### src/rtl/chip8_pkg.sv
// Shared constants, state encoding and hex font for the chip8 boot controller.
// The font table exists only when CHIP8_FONT_LOAD_EN is defined.
package chip8_pkg;

    localparam logic [11:0] FONT_BASE    = 12'h050;
    localparam logic [11:0] PROG_BASE    = 12'h200;
    localparam logic [11:0] MAX_PROG_LEN = 12'd3584;
    localparam logic [11:0] FONT_LEN     = 12'd80;

    typedef enum logic [2:0] {
        IDLE = 3'd0,
        FONT = 3'd1,
        PROG = 3'd2,
        RUN  = 3'd3,
        ERR  = 3'd4
    } state_t;

`ifdef CHIP8_FONT_LOAD_EN
    // Glyphs 0..F, five rows each, left-justified in the byte.
    localparam logic [7:0] FONT_TABLE [80] = '{
        8'hF0, 8'h90, 8'h90, 8'h90, 8'hF0,  8'h20, 8'h60, 8'h20, 8'h20, 8'h70,
        8'hF0, 8'h10, 8'hF0, 8'h80, 8'hF0,  8'hF0, 8'h10, 8'hF0, 8'h10, 8'hF0,
        8'h90, 8'h90, 8'hF0, 8'h10, 8'h10,  8'hF0, 8'h80, 8'hF0, 8'h10, 8'hF0,
        8'hF0, 8'h80, 8'hF0, 8'h90, 8'hF0,  8'hF0, 8'h10, 8'h20, 8'h40, 8'h40,
        8'hF0, 8'h90, 8'hF0, 8'h90, 8'hF0,  8'hF0, 8'h90, 8'hF0, 8'h10, 8'hF0,
        8'hF0, 8'h90, 8'hF0, 8'h90, 8'h90,  8'hE0, 8'h90, 8'hE0, 8'h90, 8'hE0,
        8'hF0, 8'h80, 8'h80, 8'h80, 8'hF0,  8'hE0, 8'h90, 8'h90, 8'h90, 8'hE0,
        8'hF0, 8'h80, 8'hF0, 8'h80, 8'hF0,  8'hF0, 8'h80, 8'hF0, 8'h80, 8'h80
    };
`endif

endpackage

### src/rtl/chip8_tick_gen.sv
// Instruction and timer tick divider for the chip8 core; clear reloads both
// counters, a low enable freezes them with both ticks held low.
module chip8_tick_gen #(
    parameter int INSTR_DIV   = 50000,
    parameter int TIMER_RATIO = 9
) (
    input  logic i_clk,
    input  logic i_rst,
    input  logic i_enable,
    input  logic i_clear,
    output logic o_instr_tick,
    output logic o_timer_tick
);

    localparam int DW = $clog2(INSTR_DIV);
    localparam int TW = $clog2(TIMER_RATIO + 1);
    localparam logic [DW-1:0] DIV_LAST   = DW'(INSTR_DIV - 1);
    localparam logic [TW-1:0] RATIO_LAST = TW'(TIMER_RATIO - 1);

    logic [DW-1:0] r_div;
    logic [TW-1:0] r_ratio;
    logic          r_instr_tick;
    logic          r_timer_tick;

    always_ff @(posedge i_clk) begin
        if (i_rst || i_clear) begin
            r_div        <= DIV_LAST;
            r_ratio      <= '0;
            r_instr_tick <= 1'b0;
            r_timer_tick <= 1'b0;
        end else if (i_enable) begin
            if (r_div == '0) begin
                r_div        <= DIV_LAST;
                r_instr_tick <= 1'b1;
                if (r_ratio == RATIO_LAST) begin
                    r_ratio      <= '0;
                    r_timer_tick <= 1'b1;
                end else begin
                    r_ratio      <= r_ratio + 1'b1;
                    r_timer_tick <= 1'b0;
                end
            end else begin
                r_div        <= r_div - 1'b1;
                r_instr_tick <= 1'b0;
                r_timer_tick <= 1'b0;
            end
        end else begin
            r_instr_tick <= 1'b0;
            r_timer_tick <= 1'b0;
        end
    end

    assign o_instr_tick = r_instr_tick;
    assign o_timer_tick = r_timer_tick;

endmodule

### src/rtl/chip8_boot_ctrl.sv
// Boot/run sequencer: font load (when CHIP8_FONT_LOAD_EN is defined), program
// streaming into core memory, then core release and tick generation.
module chip8_boot_ctrl
    import chip8_pkg::*;
#(
    parameter int INSTR_DIV   = 50000,
    parameter int TIMER_RATIO = 9
) (
    input  logic        i_clk,
    input  logic        i_rst,
    input  logic        i_start,
    input  logic [11:0] i_prog_len,
    input  logic        i_src_valid,
    input  logic [7:0]  i_src_data,
    output logic        o_src_ready,
    input  logic        i_pause,
    output logic        o_mem_we,
    output logic [11:0] o_mem_addr,
    output logic [7:0]  o_mem_wdata,
    output logic        o_core_rst,
    output logic        o_instr_tick,
    output logic        o_timer_tick,
    output logic        o_busy,
    output logic        o_done,
    output logic        o_error,
    output state_t      o_dbg_state
);

    // Byte source handshake: o_src_ready is registered and is high only in PROG
    // while bytes remain; a byte transfers on every edge where i_src_valid and
    // o_src_ready are both high. A start on that same edge wins and drops it.

    state_t      r_state, w_next;
    logic [11:0] r_cnt, w_cnt;
    logic [11:0] r_len, w_len;
    logic        r_mem_we, w_mem_we;
    logic [11:0] r_mem_addr, w_mem_addr;
    logic [7:0]  r_mem_wdata, w_mem_wdata;
    logic        r_src_ready, r_core_rst, r_busy, r_done, r_error;
    logic        w_len_ok, w_accept, w_tick_en, w_tick_clr;

    assign w_len_ok = (i_prog_len <= MAX_PROG_LEN);
    assign w_accept = (r_state == PROG) && r_src_ready && i_src_valid;

    always_ff @(posedge i_clk) begin
        if (i_rst) r_state <= IDLE;
        else       r_state <= w_next;
    end

    always_comb begin
        w_next = r_state;
        if (i_start) begin
`ifdef CHIP8_FONT_LOAD_EN
            w_next = w_len_ok ? FONT : ERR;
`else
            w_next = !w_len_ok ? ERR : ((i_prog_len == '0) ? RUN : PROG);
`endif
        end else begin
            case (r_state)
`ifdef CHIP8_FONT_LOAD_EN
                FONT: if (r_cnt == FONT_LEN) w_next = (r_len == '0) ? RUN : PROG;
`endif
                PROG: if (w_accept && (r_cnt + 12'd1 == r_len)) w_next = RUN;
                default: ;
            endcase
        end
    end

    // Next values of the registered outputs; r_cnt is the font index k in
    // FONT and the program byte index n in PROG.
    always_comb begin
        w_cnt       = r_cnt;
        w_len       = r_len;
        w_mem_we    = 1'b0;
        w_mem_addr  = r_mem_addr;
        w_mem_wdata = r_mem_wdata;
        if (i_start) begin
            w_len = i_prog_len;
            w_cnt = '0;
`ifdef CHIP8_FONT_LOAD_EN
            if (w_len_ok) begin
                w_mem_we    = 1'b1;
                w_mem_addr  = FONT_BASE;
                w_mem_wdata = FONT_TABLE[0];
                w_cnt       = 12'd1;
            end
`endif
        end else begin
            case (r_state)
`ifdef CHIP8_FONT_LOAD_EN
                FONT: begin
                    if (r_cnt != FONT_LEN) begin
                        w_mem_we    = 1'b1;
                        w_mem_addr  = FONT_BASE + r_cnt;
                        w_mem_wdata = FONT_TABLE[r_cnt[6:0]];
                        w_cnt       = r_cnt + 12'd1;
                    end else begin
                        w_cnt = '0;
                    end
                end
`endif
                PROG: begin
                    if (w_accept) begin
                        w_mem_we    = 1'b1;
                        w_mem_addr  = PROG_BASE + r_cnt;
                        w_mem_wdata = i_src_data;
                        w_cnt       = r_cnt + 12'd1;
                    end
                end
                default: ;
            endcase
        end
    end

    always_ff @(posedge i_clk) begin
        if (i_rst) begin
            r_cnt       <= '0;
            r_len       <= '0;
            r_mem_we    <= 1'b0;
            r_mem_addr  <= '0;
            r_mem_wdata <= '0;
            r_src_ready <= 1'b0;
            r_core_rst  <= 1'b1;
            r_busy      <= 1'b0;
            r_done      <= 1'b0;
            r_error     <= 1'b0;
        end else begin
            r_cnt       <= w_cnt;
            r_len       <= w_len;
            r_mem_we    <= w_mem_we;
            r_mem_addr  <= w_mem_addr;
            r_mem_wdata <= w_mem_wdata;
            r_src_ready <= (w_next == PROG);
            r_core_rst  <= (w_next != RUN);
            r_busy      <= (w_next == FONT) || (w_next == PROG);
            r_done      <= (w_next == RUN);
            r_error     <= (w_next == ERR);
        end
    end

    // The divider starts counting on the first cycle spent in RUN; a start
    // clears it on the same edge that leaves RUN.
    assign w_tick_en  = !i_pause;
    assign w_tick_clr = (r_state != RUN) || i_start;

    chip8_tick_gen #(
        .INSTR_DIV   (INSTR_DIV),
        .TIMER_RATIO (TIMER_RATIO)
    ) u_tick_gen (
        .i_clk        (i_clk),
        .i_rst        (i_rst),
        .i_enable     (w_tick_en),
        .i_clear      (w_tick_clr),
        .o_instr_tick (o_instr_tick),
        .o_timer_tick (o_timer_tick)
    );

    assign o_src_ready = r_src_ready;
    assign o_mem_we    = r_mem_we;
    assign o_mem_addr  = r_mem_addr;
    assign o_mem_wdata = r_mem_wdata;
    assign o_core_rst  = r_core_rst;
    assign o_busy      = r_busy;
    assign o_done      = r_done;
    assign o_error     = r_error;
    assign o_dbg_state = r_state;

endmodule

### config.mk
export PLATFORM = sky130hd
export DESIGN_NAME = chip8_boot_ctrl
export DESIGN_NICKNAME = d
export VERILOG_FILES = /design/src/rtl/chip8_pkg.sv /design/src/rtl/chip8_tick_gen.sv /design/src/rtl/chip8_boot_ctrl.sv
export SDC_FILE = /design/constraint.sdc
export NUM_CORES = 1
export LEC_CHECK = 0
export ABC_AREA = 1
export BUFFER_PORTS_ARGS = -buffer_cell sky130_fd_sc_hd__buf_4
export CAP_MARGIN = 20
export CORE_UTILIZATION = 55
export DETAILED_ROUTE_END_ITERATION = 8
export MAX_ROUTING_LAYER = met4
export PLACE_DENSITY = 0.87
export SYNTH_ARGS = -nofsm -noshare
export SYNTH_HDL_FRONTEND = slang
export SYNTH_SLANG_ARGS = --single-unit
export TNS_END_PERCENT = 1
### constraint.sdc
create_clock -name i_clk -period 4.7 [get_ports i_clk]
set_input_delay 0.705 -clock i_clk [delete_from_list [all_inputs] [get_ports i_clk]]
set_output_delay 0.705 -clock i_clk [all_outputs]
set_load 0.01 [all_outputs]
==> results.ini <==
[run_status]
status = finished clean

[clock_network]
clock-sinks = 75
cts_setup_buffers = 0
cts.path.max_buffers = 2
tritoncts = built
cts_made_buffers = 9
cts_hold_buf = 0
cts_resized = 0
cts-root-buf = clkbuf_8
htreeDepth = 3
path_clk_slew_ps = 80
clk_latency_ps = 350

[critical_path]
r2r_slack_ps = 2030
slowest_stage = nor2_1
critPathKind = flop to flop
critical_path.startpoint_type = flop
critical_path_required_ps = 4940
cpMostUsedCell = nor2_1
critPathMaxFanout = 17
slowest_delay_ps = 740
endpoint_kind = flop
cp.arrival_ps = 2910
path_cells = nand2_1 > nor2_2 > inv_1 > nor2_1 > inv_1 > nor2_1 > nor2_1

[placed_design]
dpl.hpwl_mm = 5.69
routabilityCongestion = 0.854
port_buffers = 55

[route]
drtPass1Iterations = 5
drcViolationCount = 0
drtIter0Drc = 227
wl_per_cell_um = 13.6
wl_mm = 8.04
ant_nets = 0
vias = 3190
routed_via_density = 5.38

[yosys]
yosys.area.top_type_share_pct = 44.9
yosysMostFrequentCell = dfxtp_1
syn_nets = 489
synthTopCellsByArea = dfxtp_1 45%, o21ai_0 7.8%, nand2_1 7.7%
synth-edff-count = 0
syn_avg_cell_area_um2 = 7.30
synth_area_mm2 = 0.00334
synth_top_area_cell = dfxtp_1
yosys_register_bits = 75
synth-main-ff-cell = dfxtp_1
yosysWarnings = 0
synth_common_cells = 75 x dfxtp_1, 69 x nand2_1, 68 x nor2_1
synth-seq-area-share_pct = 44.9
ys_async_sr_fraction_pct = 0
synth.distinct_cells = 30
syn_inst = 458

[sta]
period_share_pct = 56.9
setup_viol = 0
clock_skew_ps = 7.59
slew_violations = 0
relSlewSlack_pct = 42.2
rsz0062_at_grt = false
fmax_ghz = 0.374
final-hold-violation-count = 0
period_needed_ps = 2670
worstMarginPinSlew_ps = 864
setup-tns-final_ps = 0

[floorplanning]
initial_core_util_pct = 56.8
core_area_mm2 = 0.00589
row_count = 28
ios = 56
die_y_um = 80.0
die_area_mm2 = 0.00639
die_w_um = 80.0

[run]
max-cap-violations = 0

[pwr]
powerDensity_mw_per_mm2 = 306
irDropWorstVdd_v = 0.000259
p_comb_share_pct = 6.3
p_sw_mw = 0.285
power.share.switching_pct = 23.3
pwr-share-seq_pct = 53.7
p_clk_share_pct = 40.0
p_leak_nw = 1.80
p_int_mw = 0.939

[hold_path]
min_path_type = flop to flop

[global_route]
grt_pass1_vias = 2881
antenna_found_initial = 0
grt_pass1_wl_mm = 12.8
overflow = 0
grt_usage_pct = 27.2
grt_max_degree = 34

[final_layout]
postLayoutCoreUtil_pct = 68.0
nets = 545
diodes = 0
syn_to_final_growth_pct = 19.7
drive_gt1_share_pct = 16.6

[stage by stage]
| stage | setup WS [ps] | cells | hold WS, ps | instance area [um^2] | total power, mW |
|---|---|---|---|---|---|
| finish | 2030 | 593 | 472 | 4000 | 1.22 |
| global route | 1780 | 593 | 487 | 4000 | 1.27 |
| CTS | 2100 | 593 | 478 | 4000 | 1.23 |
| detailed placement | 1800 | 578 | 465 | 3810 | 0.748 |
| global placement | 1910 | 578 | 451 | 3810 | 0.745 |
| floorplan | 2860 | 458 | 439 | 3340 | 0.710 |
[worst max-delay path: cells and delay by family (launching register included)]
kind / cells / cell delay (ps)
and+or+nand+nor: 5 / 1440
buffers and inverters: 2 / 720
DFF: 1 / 410
[per-layer routing]
layer / vias up / share of wire, % / track usage [%]
met2: 105 / 50 / 45.9
met1: 1475 / 43 / 31.5
li1: 1597 / - / -
met4: 0 / 1.9 / 11.3
met3: 13 / 5.0 / 5.26
met5: - / 0 / -
[registers in the layout, indices dropped and copies added (netlist names)]
name,count
o_busy,1
o_mem_addr,12
r_cnt,12
u_tick_gen.o_instr_tick,1
r_len,12
o_done,1
u_tick_gen.r_div,16
u_tick_gen.o_timer_tick,1
o_dbg_state,3
o_src_ready,1
o_mem_we,1
u_tick_gen.r_ratio,4
o_error,1
o_core_rst,1
o_mem_wdata,8
[cells in the final DEF, fill, tap and decap left out, types with 2 or more instances in the layout]
master and count:
inv_2 3, o21ai_0 52, nor2_2 2, nand2_1 69
xnor2_1 3, nor2_4 4, nor3_1 10, dfxtp_1 75
ha_1 6, nor3b_1 3, nand3b_1 3, nand3_1 26
nand4_1 7, inv_1 56, a21oi_1 37, nor4_1 3
nor2_1 68, xor2_1 6, buf_4 56, nand2_2 5
clkbuf_8 10
[power groups by stage]
stage               logic, mW  clock network (mW)  registers [mW]
finish                 0.0776               0.490           0.657
global route           0.0853               0.524           0.658
CTS                    0.0769               0.495           0.657
detailed placement     0.0763                   0           0.671
global placement       0.0747                   0           0.671
floorplan              0.0382                   0           0.671
[area by class of cell]
class	instances	area (um^2)
timing repair buffer	56	420
clock buffer	11	141
fill	488	1890
sequential	75	1500
multi-input combinational	313	1570
inverter	59	221
tap	75	93.8
clock inverter	4	51.3
[logic make-up after synthesis]
logic type | after synthesis | synth area share (%)
mux | 1 | 0.300
simple gates | 203 | 27.7
compound gates | 94 | 14.4
buf+inv | 70 | 8.09
xor+xnor | 9 | 2.36
flops | 75 | 44.9
fa+ha+maj | 6 | 2.25
[final timing paths]
path                  startpoint                   to  cells after the start
max               o_dbg_state[1]       o_mem_wdata[1]                      7
min          u_tick_gen.r_div[7]  u_tick_gen.r_div[7]                      2
max reg2reg       o_dbg_state[1]       o_mem_wdata[1]                      7
min reg2reg  u_tick_gen.r_div[7]  u_tick_gen.r_div[7]                      2
Power figures use the tool's default switching activity.
